$ cat src/rtl/dmem_arbiter_if.sv
`default_nettype none
// +-----------------------------------------------------------------------+
// | Module   : dmem_arbiter_if                                            |
// | Brief    : Two-requester data-memory bus plus memory-side port.       |
// | Revision : 1.0                                                       |
// +-----------------------------------------------------------------------+
interface dmem_arbiter_if #(
    parameter int ADDR_W = 10,
    parameter int DATA_W = 32
);
    logic              r0_req;
    logic              r0_we;
    logic [ADDR_W-1:0] r0_addr;
    logic [DATA_W-1:0] r0_wdata;
    logic              r0_lock;
    logic              r0_gnt;
    logic              r0_rvalid;
    logic [DATA_W-1:0] r0_rdata;

    logic              r1_req;
    logic              r1_we;
    logic [ADDR_W-1:0] r1_addr;
    logic [DATA_W-1:0] r1_wdata;
    logic              r1_lock;
    logic              r1_gnt;
    logic              r1_rvalid;
    logic [DATA_W-1:0] r1_rdata;

    logic              mem_we;
    logic [ADDR_W-1:0] mem_addr;
    logic [DATA_W-1:0] mem_wdata;
    logic [DATA_W-1:0] mem_rdata;

    logic              owner;
    logic              locked;

    modport slave (
        input  r0_req, r0_we, r0_addr, r0_wdata, r0_lock,
        input  r1_req, r1_we, r1_addr, r1_wdata, r1_lock,
        input  mem_rdata,
        output r0_gnt, r0_rvalid, r0_rdata,
        output r1_gnt, r1_rvalid, r1_rdata,
        output mem_we, mem_addr, mem_wdata,
        output owner, locked
    );

    modport master (
        output r0_req, r0_we, r0_addr, r0_wdata, r0_lock,
        output r1_req, r1_we, r1_addr, r1_wdata, r1_lock,
        output mem_rdata,
        input  r0_gnt, r0_rvalid, r0_rdata,
        input  r1_gnt, r1_rvalid, r1_rdata,
        input  mem_we, mem_addr, mem_wdata,
        input  owner, locked
    );
endinterface
`default_nettype wire

$ cat src/rtl/dmem_arbiter.sv
`default_nettype none
// +-----------------------------------------------------------------------+
// | Module   : dmem_arbiter                                               |
// | Brief    : Round-robin 2:1 data-memory arbiter with bounded locking.  |
// | Revision : 1.0                                                       |
// +-----------------------------------------------------------------------+
module dmem_arbiter #(
    parameter int ADDR_W   = 10,
    parameter int DATA_W   = 32,
    parameter int MAX_LOCK = 8
) (
    input  wire logic      clk,
    input  wire logic      rst,
    dmem_arbiter_if.slave  bus
);
    localparam logic [7:0] c_MAX_LOCK = 8'(MAX_LOCK);

    logic              r_owner;
    logic              r_locked;
    logic [7:0]        r_cnt;
    logic              r_rvalid0;
    logic              r_rvalid1;
    logic [DATA_W-1:0] r_rdata0;
    logic [DATA_W-1:0] r_rdata1;

    logic              w_gnt0;
    logic              w_gnt1;
    logic              w_any;
    logic              w_we;
    logic [ADDR_W-1:0] w_addr;
    logic [DATA_W-1:0] w_wdata;
    logic              w_lock_in;
    logic [7:0]        w_cnt_inc;

    // While locked only the owner may win; otherwise contention goes to the non-owner.
    always_comb begin
        w_gnt0 = 1'b0;
        w_gnt1 = 1'b0;
        if (!rst) begin
            if (r_locked) begin
                w_gnt0 = bus.r0_req && !r_owner;
                w_gnt1 = bus.r1_req &&  r_owner;
            end else if (bus.r0_req && bus.r1_req) begin
                w_gnt0 =  r_owner;
                w_gnt1 = !r_owner;
            end else begin
                w_gnt0 = bus.r0_req;
                w_gnt1 = bus.r1_req;
            end
        end
    end

    always_comb begin
        w_we      = 1'b0;
        w_addr    = '0;
        w_wdata   = '0;
        w_lock_in = 1'b0;
        if (w_gnt0) begin
            w_we      = bus.r0_we;
            w_addr    = bus.r0_addr;
            w_wdata   = bus.r0_wdata;
            w_lock_in = bus.r0_lock;
        end else if (w_gnt1) begin
            w_we      = bus.r1_we;
            w_addr    = bus.r1_addr;
            w_wdata   = bus.r1_wdata;
            w_lock_in = bus.r1_lock;
        end
    end

    assign w_any     = w_gnt0 || w_gnt1;
    assign w_cnt_inc = r_cnt + 8'd1;

    always_ff @(posedge clk) begin
        if (rst) begin
            r_owner   <= 1'b1;
            r_locked  <= 1'b0;
            r_cnt     <= 8'd0;
            r_rvalid0 <= 1'b0;
            r_rvalid1 <= 1'b0;
            r_rdata0  <= '0;
            r_rdata1  <= '0;
        end else begin
            r_rvalid0 <= w_gnt0 && !bus.r0_we;
            r_rvalid1 <= w_gnt1 && !bus.r1_we;
            if (w_gnt0 && !bus.r0_we) begin
                r_rdata0 <= bus.mem_rdata;
            end
            if (w_gnt1 && !bus.r1_we) begin
                r_rdata1 <= bus.mem_rdata;
            end
            if (w_any) begin
                r_owner <= w_gnt1;
            end
            // A locked grant continues only while lock is held and the cap is not reached.
            if (r_locked) begin
                if (w_any && w_lock_in && (w_cnt_inc != c_MAX_LOCK)) begin
                    r_cnt <= w_cnt_inc;
                end else begin
                    r_locked <= 1'b0;
                    r_cnt    <= 8'd0;
                end
            end else if (w_any && w_lock_in && (c_MAX_LOCK != 8'd1)) begin
                r_locked <= 1'b1;
                r_cnt    <= 8'd1;
            end
        end
    end

    assign bus.r0_gnt    = w_gnt0;
    assign bus.r1_gnt    = w_gnt1;
    assign bus.r0_rvalid = r_rvalid0;
    assign bus.r1_rvalid = r_rvalid1;
    assign bus.r0_rdata  = r_rdata0;
    assign bus.r1_rdata  = r_rdata1;
    assign bus.mem_we    = w_we;
    assign bus.mem_addr  = w_addr;
    assign bus.mem_wdata = w_wdata;
    assign bus.owner     = r_owner;
    assign bus.locked    = r_locked;
endmodule
`default_nettype wire

$ cat src/flat_wrapper.sv
// flat-port wrapper written by rule: the top's interface ports become plain ports
module dmem_arbiter_flat 
#(
    parameter int ADDR_W   = 10,
    parameter int DATA_W   = 32,
    parameter int MAX_LOCK = 8
)
  (clk, rst, bus_r0_req, bus_r0_we, bus_r0_addr, bus_r0_wdata, bus_r0_lock, bus_r1_req, bus_r1_we, bus_r1_addr, bus_r1_wdata, bus_r1_lock, bus_mem_rdata, bus_r0_gnt, bus_r0_rvalid, bus_r0_rdata, bus_r1_gnt, bus_r1_rvalid, bus_r1_rdata, bus_mem_we, bus_mem_addr, bus_mem_wdata, bus_owner, bus_locked);
  dmem_arbiter_if #(.ADDR_W(ADDR_W), .DATA_W(DATA_W)) bus_i ();
  input  wire logic clk;
  input  wire logic rst;
  input wire logic [$bits(bus_i.r0_req)-1:0] bus_r0_req;
  input wire logic [$bits(bus_i.r0_we)-1:0] bus_r0_we;
  input wire logic [$bits(bus_i.r0_addr)-1:0] bus_r0_addr;
  input wire logic [$bits(bus_i.r0_wdata)-1:0] bus_r0_wdata;
  input wire logic [$bits(bus_i.r0_lock)-1:0] bus_r0_lock;
  input wire logic [$bits(bus_i.r1_req)-1:0] bus_r1_req;
  input wire logic [$bits(bus_i.r1_we)-1:0] bus_r1_we;
  input wire logic [$bits(bus_i.r1_addr)-1:0] bus_r1_addr;
  input wire logic [$bits(bus_i.r1_wdata)-1:0] bus_r1_wdata;
  input wire logic [$bits(bus_i.r1_lock)-1:0] bus_r1_lock;
  input wire logic [$bits(bus_i.mem_rdata)-1:0] bus_mem_rdata;
  output wire logic [$bits(bus_i.r0_gnt)-1:0] bus_r0_gnt;
  output wire logic [$bits(bus_i.r0_rvalid)-1:0] bus_r0_rvalid;
  output wire logic [$bits(bus_i.r0_rdata)-1:0] bus_r0_rdata;
  output wire logic [$bits(bus_i.r1_gnt)-1:0] bus_r1_gnt;
  output wire logic [$bits(bus_i.r1_rvalid)-1:0] bus_r1_rvalid;
  output wire logic [$bits(bus_i.r1_rdata)-1:0] bus_r1_rdata;
  output wire logic [$bits(bus_i.mem_we)-1:0] bus_mem_we;
  output wire logic [$bits(bus_i.mem_addr)-1:0] bus_mem_addr;
  output wire logic [$bits(bus_i.mem_wdata)-1:0] bus_mem_wdata;
  output wire logic [$bits(bus_i.owner)-1:0] bus_owner;
  output wire logic [$bits(bus_i.locked)-1:0] bus_locked;
  assign bus_i.r0_req = bus_r0_req;
  assign bus_i.r0_we = bus_r0_we;
  assign bus_i.r0_addr = bus_r0_addr;
  assign bus_i.r0_wdata = bus_r0_wdata;
  assign bus_i.r0_lock = bus_r0_lock;
  assign bus_i.r1_req = bus_r1_req;
  assign bus_i.r1_we = bus_r1_we;
  assign bus_i.r1_addr = bus_r1_addr;
  assign bus_i.r1_wdata = bus_r1_wdata;
  assign bus_i.r1_lock = bus_r1_lock;
  assign bus_i.mem_rdata = bus_mem_rdata;
  assign bus_r0_gnt = bus_i.r0_gnt;
  assign bus_r0_rvalid = bus_i.r0_rvalid;
  assign bus_r0_rdata = bus_i.r0_rdata;
  assign bus_r1_gnt = bus_i.r1_gnt;
  assign bus_r1_rvalid = bus_i.r1_rvalid;
  assign bus_r1_rdata = bus_i.r1_rdata;
  assign bus_mem_we = bus_i.mem_we;
  assign bus_mem_addr = bus_i.mem_addr;
  assign bus_mem_wdata = bus_i.mem_wdata;
  assign bus_owner = bus_i.owner;
  assign bus_locked = bus_i.locked;
  dmem_arbiter #(.ADDR_W(ADDR_W), .DATA_W(DATA_W), .MAX_LOCK(MAX_LOCK)) u_core (.clk(clk), .rst(rst), .bus(bus_i));
endmodule
$ cat config.mk
export PLATFORM = sky130hd
export DESIGN_NAME = dmem_arbiter_flat
export DESIGN_NICKNAME = d
export VERILOG_FILES = /design/src/rtl/dmem_arbiter_if.sv /design/src/rtl/dmem_arbiter.sv /design/src/flat_wrapper.sv
export SDC_FILE = /design/constraint.sdc
export NUM_CORES = 1
export LEC_CHECK = 0
export BUFFER_PORTS_ARGS = -buffer_cell sky130_fd_sc_hd__buf_2
export CAP_MARGIN = 20
export CORE_ASPECT_RATIO = 0.9
export CORE_MARGIN = 1.5
export CORE_UTILIZATION = 38
export CTS_CLUSTER_DIAMETER = 100
export CTS_CLUSTER_SIZE = 28
export DETAILED_ROUTE_END_ITERATION = 16
export GPL_ROUTABILITY_DRIVEN = 1
export PLACE_DENSITY = 0.85
export SETUP_SLACK_MARGIN = 0.1
export SYNTH_ARGS = -nofsm -noshare
export SYNTH_HDL_FRONTEND = slang
export SYNTH_SLANG_ARGS = --single-unit
$ cat constraint.sdc
create_clock -name clk -period 1.82 [get_ports clk]
set_input_delay 0.091 -clock clk [delete_from_list [all_inputs] [get_ports clk]]
set_output_delay 0.091 -clock clk [all_outputs]
set_load 0.05 [all_outputs]
# Word level (Yosys, flattened, before mapping)
# Cells that the tools add are included.
# word_totals
reg_bits	76
output_inout_bits	113
wordCells	41
# classes
add_sub_neg	1
n_eq_ne	1
n_mux	20
n_reduce_logical	12
# ops
op	n
$mux 32	2
$mux 8	3
$mux 10	2
$mux 1	13
$add 8x1->8 const B	1
$ne 8x4->1 const B	1
$logic_and 1x1->1	7
$logic_not 1->1	3
$reduce_bool 2->1	1
$logic_or 1x1->1	1

# Depth between registers and ports, before layout
# Gate-level depths: netlist of the first run.
# depth
ltp_word	10
depth_mapped	7
mapped_depth_nobuf	6

# Worst setup path before layout of the first run
# OpenSTA, ideal clock, no wires.
# synth_path
path_kind	register -> output
from	register u_core.r_locked (netlist: u_core.bus.locked)
to	output port bus_mem_wdata[22]
arrival_time_ns	2.543
required_ns	1.729
path_slack_ns	-0.814
stages_incl_launch_ff	6
n_path_buf	2
path_cell_list	dfxtp_1 > nor3b_1 > a2111oi_2 > buf_4 > clkbuf_1 > a22o_1
# synth_between
word_cells_on_any_way	6
cone_classes	mux (6)
# synth_lines
element	line_no	rtl
from (decl)	dmem_arbiter.sv:19	logic r_locked;
from (signal assigned)	dmem_arbiter.sv:77	r_locked <= 1'b0;
from (signal assigned)	dmem_arbiter.sv:100	r_locked <= 1'b0;
from (signal assigned)	dmem_arbiter.sv:104	r_locked <= 1'b1;
$mux 1	dmem_arbiter.sv:40	if (r_locked) begin
$mux 1	dmem_arbiter.sv:39	if (!rst) begin
net bus_r0_gnt	flat_wrapper.sv:23	output wire logic [$bits(bus_i.r0_gnt)-1:0] bus_r0_gnt;
$mux 32	dmem_arbiter.sv:58	if (w_gnt0) begin
to (decl)	flat_wrapper.sv:31	output wire logic [$bits(bus_i.mem_wdata)-1:0] bus_mem_wdata;
# The timed path passes the listed nets, and every way through them passes these cells.

# Final worst setup path of the first run
# layout_path
from	register u_core.r_locked (netlist: u_core.bus.locked)
to	register u_core.r_rdata1[11] (netlist: u_core.bus.r1_rdata[11])
# layout_between
elab_chain_len	3
# layout_rtl
element	line_no	rtl
$mux 1	dmem_arbiter.sv:40	
$mux 1	dmem_arbiter.sv:39	
$logic_and 1x1->1	dmem_arbiter.sv:89	if (w_gnt1 && !bus.r1_we) begin
to (signal assigned)	dmem_arbiter.sv:90	r_rdata1 <= bus.mem_rdata;
to (decl)	dmem_arbiter.sv:24	logic [DATA_W-1:0] r_rdata1;
# No other way between the ends.
# A chain may end at the register's enable or synchronous reset.

==> impl_results.md, run 1 <==
* Max stage delay cell, worst path: dfxtp_4
* Clk_lat worst skew at roughly 0.35 ns
* H-tree depth at 3
* Syn_area_per_cell at 8.54 um^2
* # DRC at 0
* Setup WS pre-CTS at -0.0295 ns
* Via count at about 4700
* Commonest non-fill, non-tap cell in the layout: buf_2
* Setup ws final at -0.143 ns
* Leak Pwr at ~0.0036 uW
* Status: complete, but fails checks
* CTS tree: yes
* Avg WL per Cell at approximately 21 um
* Hold Crit Class: in -> reg
* Top Ports at between 200 and 250
* First-pass GRT wire length at approximately 24000 um
* CP arrival at between 2 and 2.5 ns
* Largest family of logic cells by synthesized area: compound AO/OA/AOI/OAI gates
* Maximum clock rate at 509 MHz
* Sink Count at 76
* Critical Path Start Type: flop
* DR pass1 iterations at 5
* Synthesized area at 0.00347 mm^2
* GRT Total Usage at approximately 32%
* Most Frequent Cell on Critical Path: buf_12
* Number of global-route vias before repair at 4628
* Die footprint at between 0.009 and 0.01 mm^2
* Placed Cells at 752
* Worst-path clk slew at 0.08 ns
* Synth Warn # at 0
* Pins Over Slew Limit at 0
* Mux share of post-synthesis cell area at 0%
* Fin. Hold Viols at 0
* DP HPWL at between 8000 and 9000 um
* Routed vias/inst at ~5.5
* Max_cap viols at 0
* Rows at 32
* Number of antenna violations at the first check in global routing at 2
* Nets@finish at 850
* Area of the core at roughly 0.0087 mm^2
* Post-layout min period at around 2.0 ns
* Largest net degree at the start of global routing at between 60 and 70
* Clk root buf: clkbuf_8
* Peak VDD IR at 0.519 mV
* Die X at between 100 and 150 um
* Compound-gate portion of the synthesized area at approximately 25%
* Crit path kind: reg -> reg
* Layout cells sized above 1 at between 60 and 70%
* Seq/Total Area, Yosys at 43.9%
* Critical path peak fanout at 7
* PortBufs at around 240
* CP top delay family: simple AND/OR/NAND/NOR gates
* Most frequent cells in the layout: buf_2, dfxtp_1, nand2b_1
* Synth Net Count at roughly 530
* Layout Skew at between 0.009 and 0.01 ns
* CP Cell Sequence: nand3b_1, and4b_4, buf_12, buf_16, nor2b_4, buf_12, buf_12, clkbuf_16, nand2_2, o21ai_1
* Failing checks: negative setup slack
* FF+latch count, synth at 76
* Crit-path max cell delay at 0.39 ns
* Die H at about 94 um
* Syn Inst Count at roughly 410
* Initial drt markers at roughly 280
* Worst EP required at between 2 and 2.5 ns
* Relative max-transition margin at approximately 65%
* Synthesis-to-layout area growth at 115%
* Buf/Inv on CP at 5
* Inserted Clock Buffers at 9
* Gpl congestion at between 0.8 and 0.9
* Worst Tran Pin Value at between 0.5 and 0.6 ns
* DRT Wirelength at 17900 um
* Count of final setup violators at 95
* Setup crit end kind: flop
* RSZ-0062 raised after global routing: true
* Period Utilization, post-route at 108%
* Antenna Nets Post-Route at 0
* Xor-xnor portion of the synthesized cell area at ~1.0%
* Longest Clk Path Bufs at 2
* Final Non-Filler Cells at 850
* PwrDens at between 600 and 700 mW/mm^2
* Synth Area in Adders at less than 1%
* Number of distinct library cells after synthesis at 39
* Initial Util at 39.7%
* Simple-gate portion of the synthesized area at roughly a quarter
* Total congestion overflow at 0
[where the power goes]
part	leakage, uW	total, uW	internal, uW	switching, uW
registers	0.000622	1800	1750	58.5
logic	0.00289	1930	821	1110
clock network	0.0000962	1270	634	632
[per-stage QoR]
step                hold WS [ns]  util (%)  total power [uW]  setup TNS (ns)  cell area (um^2)
CTS                       0.0206      80.6              4860           -5.30              7040
finish                    0.0470      85.2              5000           -7.72              7440
global placement           0.299      59.0              3110               0              5150
detailed placement         0.307      59.0              3130         -0.0323              5150
global route              0.0392      85.2              5150          -15.53              7440
floorplan                  0.200         -              2720               0              3730
[state kept, by name, indices dropped and copies added (netlist names)]
register              cells
u_core.bus.r0_rvalid      1
u_core.bus.r1_rdata      32
u_core.bus.r1_rvalid      1
u_core.r_cnt              8
u_core.bus.r0_rdata      32
u_core.bus.locked         1
u_core.bus.owner          1
[repair_timing]
item | in CTS | in global routing
pin swaps | 62 | 40
endpoints found under the hold margin | 64 | 0
cloned | 13 | 3
hold buffers | 32 | 0
setup endpoints to repair | 108 | 121
gates resized for setup | 246 | 92
setup buffers | 30 | 6
[cell usage after synthesis]
cell type,n,share of area (%)
a2111oi_2,1,0.43
a2111oi_4,1,0.79
a211o_1,3,0.76
a211oi_1,2,0.43
a21o_1,3,0.65
a21oi_1,1,0.14
a221oi_1,1,0.25
a22o_1,44,11
a22oi_1,1,0.22
a31oi_1,1,0.18
a32oi_1,1,0.25
and2_1,1,0.18
and2_2,1,0.22
and3_2,1,0.22
and4_4,1,0.32
and4b_1,1,0.29
buf_2,9,1.3
buf_4,3,0.65
buf_6,1,0.32
clkbuf_1,21,2.3
dfxtp_1,76,44
ha_1,2,0.72
inv_1,2,0.22
nand2_1,67,7.3
nand2b_1,69,12
nand3_1,2,0.29
nand3b_1,1,0.22
nand4_1,2,0.36
nor2_1,2,0.22
nor2b_1,4,0.72
nor3_1,3,0.43
nor3b_1,3,0.65
nor4_1,1,0.18
o21a_1,1,0.22
o21ai_0,66,9.5
o21bai_1,2,0.43
or2_2,1,0.18
xnor2_1,2,0.51
xor2_1,2,0.51
[per-layer routing]
metal | global-route usage [%] | wire length [um] | share of wire [%]
met5 | 0 | 0 | 0
met4 | 17.1 | 902 | 5.0
met3 | 7.87 | 1440 | 8.1
met2 | 58.3 | 9290 | 52
met1 | 35.1 | 6240 | 35
[path summary, 6_finish.rpt]
check        slack (ns)                                 start                                    to  cells past startpoint
max reg2reg       -0.14          u_core.bus.locked$_SDFF_PP0_  u_core.bus.r1_rdata[11]$_SDFFE_PP0P_                     10
min reg2reg        0.47  u_core.bus.r1_rdata[26]$_SDFFE_PP0P_  u_core.bus.r1_rdata[26]$_SDFFE_PP0P_                      2
min                0.05                                   rst          u_core.r_cnt[0]$_SDFFE_PP0P_                      2
max               -0.14          u_core.bus.locked$_SDFF_PP0_  u_core.bus.r1_rdata[11]$_SDFFE_PP0P_                     10
[cells by family (layout without fill, tap and decap cells)]
kind of cell             count (synthesis)  in the layout
AND/OR/NAND/NOR                        160            160
XOR/XNOR                                 4              4
AO/OA/AOI/OAI                          128            128
other                                    0              2
flip-flops                              76             76
adder cells (fa/ha/maj)                  2              2
buffers and inverters                   36            359
[area by class of cell]
class,count,area (um^2)
diodes,2,5.00
clock inverters,6,65.1
clock buffers,10,128
repair buffers,341,3000
fillers,430,1290
inverters,2,7.51
multi-input cells,294,2550
well taps,119,149
flip-flops and latches,76,1540
Power figures use the tool's default switching activity.
==> run 2, diff against run 1 <==
--- a/config.mk
+++ b/config.mk
@@ -7,14 +7,17 @@
 export LEC_CHECK = 0
 export BUFFER_PORTS_ARGS = -buffer_cell sky130_fd_sc_hd__buf_2
 export CAP_MARGIN = 20
+export CELL_PAD_IN_SITES_DETAIL_PLACEMENT = 1
+export CELL_PAD_IN_SITES_GLOBAL_PLACEMENT = 1
 export CORE_ASPECT_RATIO = 0.9
 export CORE_MARGIN = 1.5
-export CORE_UTILIZATION = 38
+export CORE_UTILIZATION = 26
 export CTS_CLUSTER_DIAMETER = 100
 export CTS_CLUSTER_SIZE = 28
 export DETAILED_ROUTE_END_ITERATION = 16
 export GPL_ROUTABILITY_DRIVEN = 1
 export PLACE_DENSITY = 0.85
+export REMOVE_ABC_BUFFERS = 1
 export SETUP_SLACK_MARGIN = 0.1
 export SYNTH_ARGS = -nofsm -noshare
 export SYNTH_HDL_FRONTEND = slang
==> impl_results.md, run 2 (synthesis results as in run 1) <==
* Hold WS at ~0.11 ns
* Setup ws final at -0.134 ns
* Synthesis-to-layout area growth at 87.9%
* Longest Clk Path Bufs at 2
* Final core utilization at 50.7%
* Clk root buf: clkbuf_16
* Worst EP required at between 1.5 and 2 ns
* Maximum clock rate at slightly above 500 MHz
* Top Ports at ~240
* Total congestion overflow at 0
* Initial drt markers at around 190
* Die X at ~120 um
* Routed vias/inst at 4.90
* Critical Path Start Type: flop
* Number of global-route vias before repair at between 4000 and 5000
* Relative max-transition margin at between 60% and 70%
* Antenna Nets Post-Route at 0
* Max_cap viols at 0
* Inserted Clock Buffers at 9
* Largest net degree at the start of global routing at 60
* First-pass GRT wire length at 23700 um
* DRT Wirelength at 16400 um
* Count of final setup violators at 71
* Fin. Hold Viols at 0
* Leak Pwr at 0.00302 uW
* Layout cells sized above 1 at approximately half
* Post-layout min period at approximately 2.0 ns
* Commonest non-fill, non-tap cell in the layout: buf_2
* Nets@finish at approximately 800
* Die H at 113 um
* Number of antenna violations at the first check in global routing at 0
* Setup TNS after final layout at -6.58 ns
* Pins Over Slew Limit at 0
* Diode count at 0
* Peak VDD IR at approximately 0.63 mV
* Worst-path clk slew at ~0.06 ns
* Most frequent cells in the layout: buf_2, dfxtp_1, nand2b_1
* Clk_lat worst skew at around 0.33 ns
* Initial Util at 27.0%
* Die footprint at roughly 0.014 mm^2
* Worst Tran Pin Value at about 0.47 ns
* Setup crit end kind: output port
* CP arrival at ~1.9 ns
* Hold Crit Class: in -> reg
* Via count at 4233
* Rows at 39
* PortBufs at around 240
* Avg WL per Cell at between 15 and 20 um
* Layout Skew at 0.00323 ns
* Status: complete, but fails checks
* Critical path peak fanout at 14
* Fill cells at 1476
* Failing checks: negative setup slack
* RSZ-0062 raised after global routing: true
* DR pass1 iterations at 4
* Sink Count at 76
* DP HPWL at around 9700 um
* H-tree depth at 3
* # DRC at 0
* Crit path kind: reg -> out
* Gpl congestion at 0.808
* Period Utilization, post-route at 107%
* GRT Total Usage at 21.0%
* Power Total at 5040 uW
* Area of the core at about 0.013 mm^2
* CTS tree: yes
* PwrDens at 774 mW/mm^2
* Setup WS pre-CTS at -0.123 ns
run 2: cell types whose count changed in the layout (fill, tap and decap cells not counted), sizes merged:
| cell | change |
|---|---|
| buf | -35 |
| bufinv | -1 |
| clkbuf | +9 |
| clkinv | -2 |
| clkinvlp | -1 |
| diode | -2 |
run 2: what timing repair did:
| action | 4_1_cts | 5_1_grt |
|---|---|---|
| pin swaps | 19 | 7 |
| hold endpoints to repair | 58 | 0 |
| endpoints found under the setup margin | 85 | 118 |
| buffers inserted | 6 | 4 |
| resized for setup | 155 | 57 |
| gates cloned | 2 | 11 |
| hold buffers | 32 | 0 |
run 2: final cells by class:
cell class	instances	area [um^2]	share of cell area (%)
clock buffers	13	260	4.00
clock inverters	2	10.0	0.154
inverters	2	7.51	0.115
multi-input cells	294	2010	30.8
flip-flops and latches	76	1530	23.6
well taps	164	205	3.15
repair buffers	312	2490	38.2
run 2: final timing paths:
check / from / endpoint / slack (ns) / cells after the start
setup reg to reg: u_core.bus.owner$_SDFFE_PP1P_ / u_core.bus.r1_rdata[16]$_SDFFE_PP0P_ / -0.13 / 8
setup / recovery: u_core.bus.owner$_SDFFE_PP1P_ / bus_mem_wdata[26] / -0.13 / 6
hold reg to reg: u_core.bus.r1_rdata[15]$_SDFFE_PP0P_ / u_core.bus.r1_rdata[15]$_SDFFE_PP0P_ / 0.46 / 2
hold / removal: bus_r0_lock / u_core.bus.locked$_SDFF_PP0_ / 0.11 / 3
run 2: through the flow:
stage                     std cells  cell area [um^2]
after global routing            863              6510
after CTS                       848              6130
after floorplan                 372              3310
after global placement          793              4970
after detailed placement        793              4970
final                           863              6510
run 2: where the power goes:
group | internal, uW | leakage [uW] | switching (uW) | total (uW)
combinational | 619 | 0.00227 | 977 | 1600
sequential | 1750 | 0.000622 | 53.9 | 1800
clock | 986 | 0.000135 | 656 | 1640
run 2: critical path, cell delays in order, from the launching register on:
cell	delay (ns)
dfxtp_4	0.36
buf_4	0.14
nand3b_1	0.11
and4b_4	0.38
buf_12	0.18
a22o_1	0.19
buf_6	0.17
run 2: routing by layer:
metal / up-vias / global-route usage [%] / wire [um] / part of all wire [%]
li1: 1987 / - / - / -
met1: 2048 / 21.1 / 6230 / 38
met2: 164 / 41.4 / 8860 / 54
met3: 34 / 5.96 / 939 / 5.7
met4: 0 / 6.97 / 338 / 2.1
met5: - / 0 / 0 / 0
==> run 3, diff against run 2 <==
--- a/config.mk
+++ b/config.mk
@@ -11,12 +11,12 @@
 export CELL_PAD_IN_SITES_GLOBAL_PLACEMENT = 1
 export CORE_ASPECT_RATIO = 0.9
 export CORE_MARGIN = 1.5
-export CORE_UTILIZATION = 26
+export CORE_UTILIZATION = 28
 export CTS_CLUSTER_DIAMETER = 100
 export CTS_CLUSTER_SIZE = 28
 export DETAILED_ROUTE_END_ITERATION = 16
 export GPL_ROUTABILITY_DRIVEN = 1
-export PLACE_DENSITY = 0.85
+export PLACE_DENSITY = 0.87
 export REMOVE_ABC_BUFFERS = 1
 export SETUP_SLACK_MARGIN = 0.1
 export SYNTH_ARGS = -nofsm -noshare
==> constraint.sdc (replaced) <==
create_clock -name clk -period 2 [get_ports clk]
set_input_delay 0.1 -clock clk [delete_from_list [all_inputs] [get_ports clk]]
set_output_delay 0.1 -clock clk [all_outputs]
set_load 0.05 [all_outputs]
==> impl_results.md, run 3 (synthesis results as in run 1) <==
* DRT Wirelength at 25100 um
* Hold Crit Class: in -> reg
* CP arrival at approximately 2.6 ns
* Failing checks: negative setup slack
* Leak Pwr at roughly 0.0035 uW
* Crit path kind: reg -> reg
* Nets@finish at 843
* Period Utilization, post-route at 116%
* Number of antenna violations at the first check in global routing at 14
* Critical Path Start Type: flop
* Setup crit end kind: flop
* RSZ-0062 raised after global routing: true
* Max Used Layer: met5
* Number of global-route vias before repair at 4687
* Worst EP required at 2.24 ns
* First-pass GRT wire length at roughly 28000 um
* Largest net degree at the start of global routing at between 60 and 70
* Layout Skew at 0.0118 ns
* GRT Total Usage at between 20% and 30%
* Initial Util at ~29%
* PortBufs at 236
* Max_cap viols at 0
* Maximum clock rate at approximately 430 MHz
* Area of the core at about 0.012 mm^2
* Relative max-transition margin at 63.6%
* Most frequent cells in the layout: buf_2, dfxtp_1, nand2b_1
* Initial drt markers at just under 300
* Die H at between 100 and 150 um
* Die X at approximately 120 um
* Total congestion overflow at 0
* Clk root buf: clkbuf_16
* # DRC at 0
* Worst Tran Pin Value at roughly 0.55 ns
* H-tree depth at 3
* Rows at 38
* Post-layout min period at ~2.3 ns
* Via count at roughly 4900
* Gpl congestion at approximately 0.85
* PwrDens at between 700 and 800 mW/mm^2
* Sink Count at 76
* Final core utilization at 61.0%
* Die footprint at roughly 0.013 mm^2
* Antenna Nets Post-Route at 0
* Synthesis-to-layout area growth at 113%
* Commonest non-fill, non-tap cell in the layout: buf_2
* Pins Over Slew Limit at 0
* Count of final setup violators at between 100 and 150
* Post-route cell area at 0.00737 mm^2
* Avg WL per Cell at roughly 28 um
* Critical path peak fanout at 7
* Worst-path clk slew at 0.07 ns
* Inserted Clock Buffers at 9
* Wire length on met3 at ~2200 um
* Setup ws final at -0.326 ns
* Fin. Hold Viols at 0
* Status: complete, but fails checks
* Fill cells at 1338
* Hold WS at around 0.011 ns
* Wl on met1 at approximately 8200 um
* Routed vias/inst at about 5.4
* Clk_lat worst skew at ~0.34 ns
* Longest Clk Path Bufs at 2
* Setup TNS after final layout at -15.60 ns
* CTS tree: yes
* Layout cells sized above 1 at 59.3%
* Peak VDD IR at approximately 0.45 mV
* Placed cell area at roughly 0.0049 mm^2
* Final Non-Filler Cells at 897
* Placed Cells at 780
* DP HPWL at around 12000 um
* DR WL met2 at about 12000 um
* DR pass1 iterations at 4
* Top Ports at approximately 240
-- run 3: cell count changes in the layout (fill, tap and decap cells not counted), sizes merged --
cell	delta
buf	+30
diode	+15
dlygate4sd3	-10
bufinv	+3
clkinvlp	+3
clkinv	-2
clkbuf	-1
-- run 3: stage by stage --
step / total power (uW) / worst slack (ns)
finish: 5280 / -0.326
global route: 5430 / -0.395
CTS: 4970 / -0.0389
detailed placement: 2800 / -0.165
global placement: 2770 / 0.0241
floorplan: 2390 / -4.33
-- run 3: where the power goes --
group          internal (uW)  leakage, uW  switching [uW]
Clock                   1220     0.000155             678
Combinational            685      0.00271            1050
Sequential              1590     0.000623            55.7
-- run 3: critical path, cell delays in order (launching register included) --
cell	delay [ns]
dfxtp_4	0.38
buf_12	0.14
a2111oi_4	0.38
buf_4	0.22
buf_4	0.13
buf_8	0.13
buf_6	0.11
nor2b_4	0.19
buf_6	0.17
clkbuf_16	0.16
nand2_1	0.08
o21ai_1	0.14
-- run 3: routing by layer --
metal / GRT usage (%) / up-vias
li1: - / 2052
met1: 28.6 / 2342
met2: 52.7 / 313
met3: 7.96 / 143
met4: 22.4 / 4
met5: 0 / -
-- run 3: area by class of cell --
cell class                 instances  area [um^2]  area share, %
timing repair buffer             334         2890           39.2
sequential                        76         1540           20.9
multi-input combinational        294         2350           31.9
antenna                           15         37.5          0.510
clock inverter                     6          113           1.53
clock buffer                      10          229           3.11
inverter                           2         7.51          0.102
tap                              160          200           2.72
-- run 3: path summary, 6_finish.rpt --
path / from / endpoint / slack [ns] / depth (start not counted)
setup / recovery: u_core.bus.owner$_SDFFE_PP1P_ / u_core.bus.r0_rdata[17]$_SDFFE_PP0P_ / -0.33 / 11
hold / removal: bus_mem_rdata[25] / u_core.bus.r1_rdata[25]$_SDFFE_PP0P_ / 0.01 / 3
setup reg to reg: u_core.bus.owner$_SDFFE_PP1P_ / u_core.bus.r0_rdata[17]$_SDFFE_PP0P_ / -0.33 / 11
hold reg to reg: u_core.bus.r1_rdata[20]$_SDFFE_PP0P_ / u_core.bus.r1_rdata[20]$_SDFFE_PP0P_ / 0.47 / 2
-- run 3: timing repair --
| action | CTS | global route |
|---|---|---|
| hold buffers | 22 | 0 |
| setup endpoints to repair | 53 | 117 |
| hold endpoints to repair | 30 | 0 |
| buffers inserted | 19 | 24 |
| pin swaps | 53 | 49 |
| gates cloned | 10 | 18 |
| gates resized for setup | 198 | 128 |
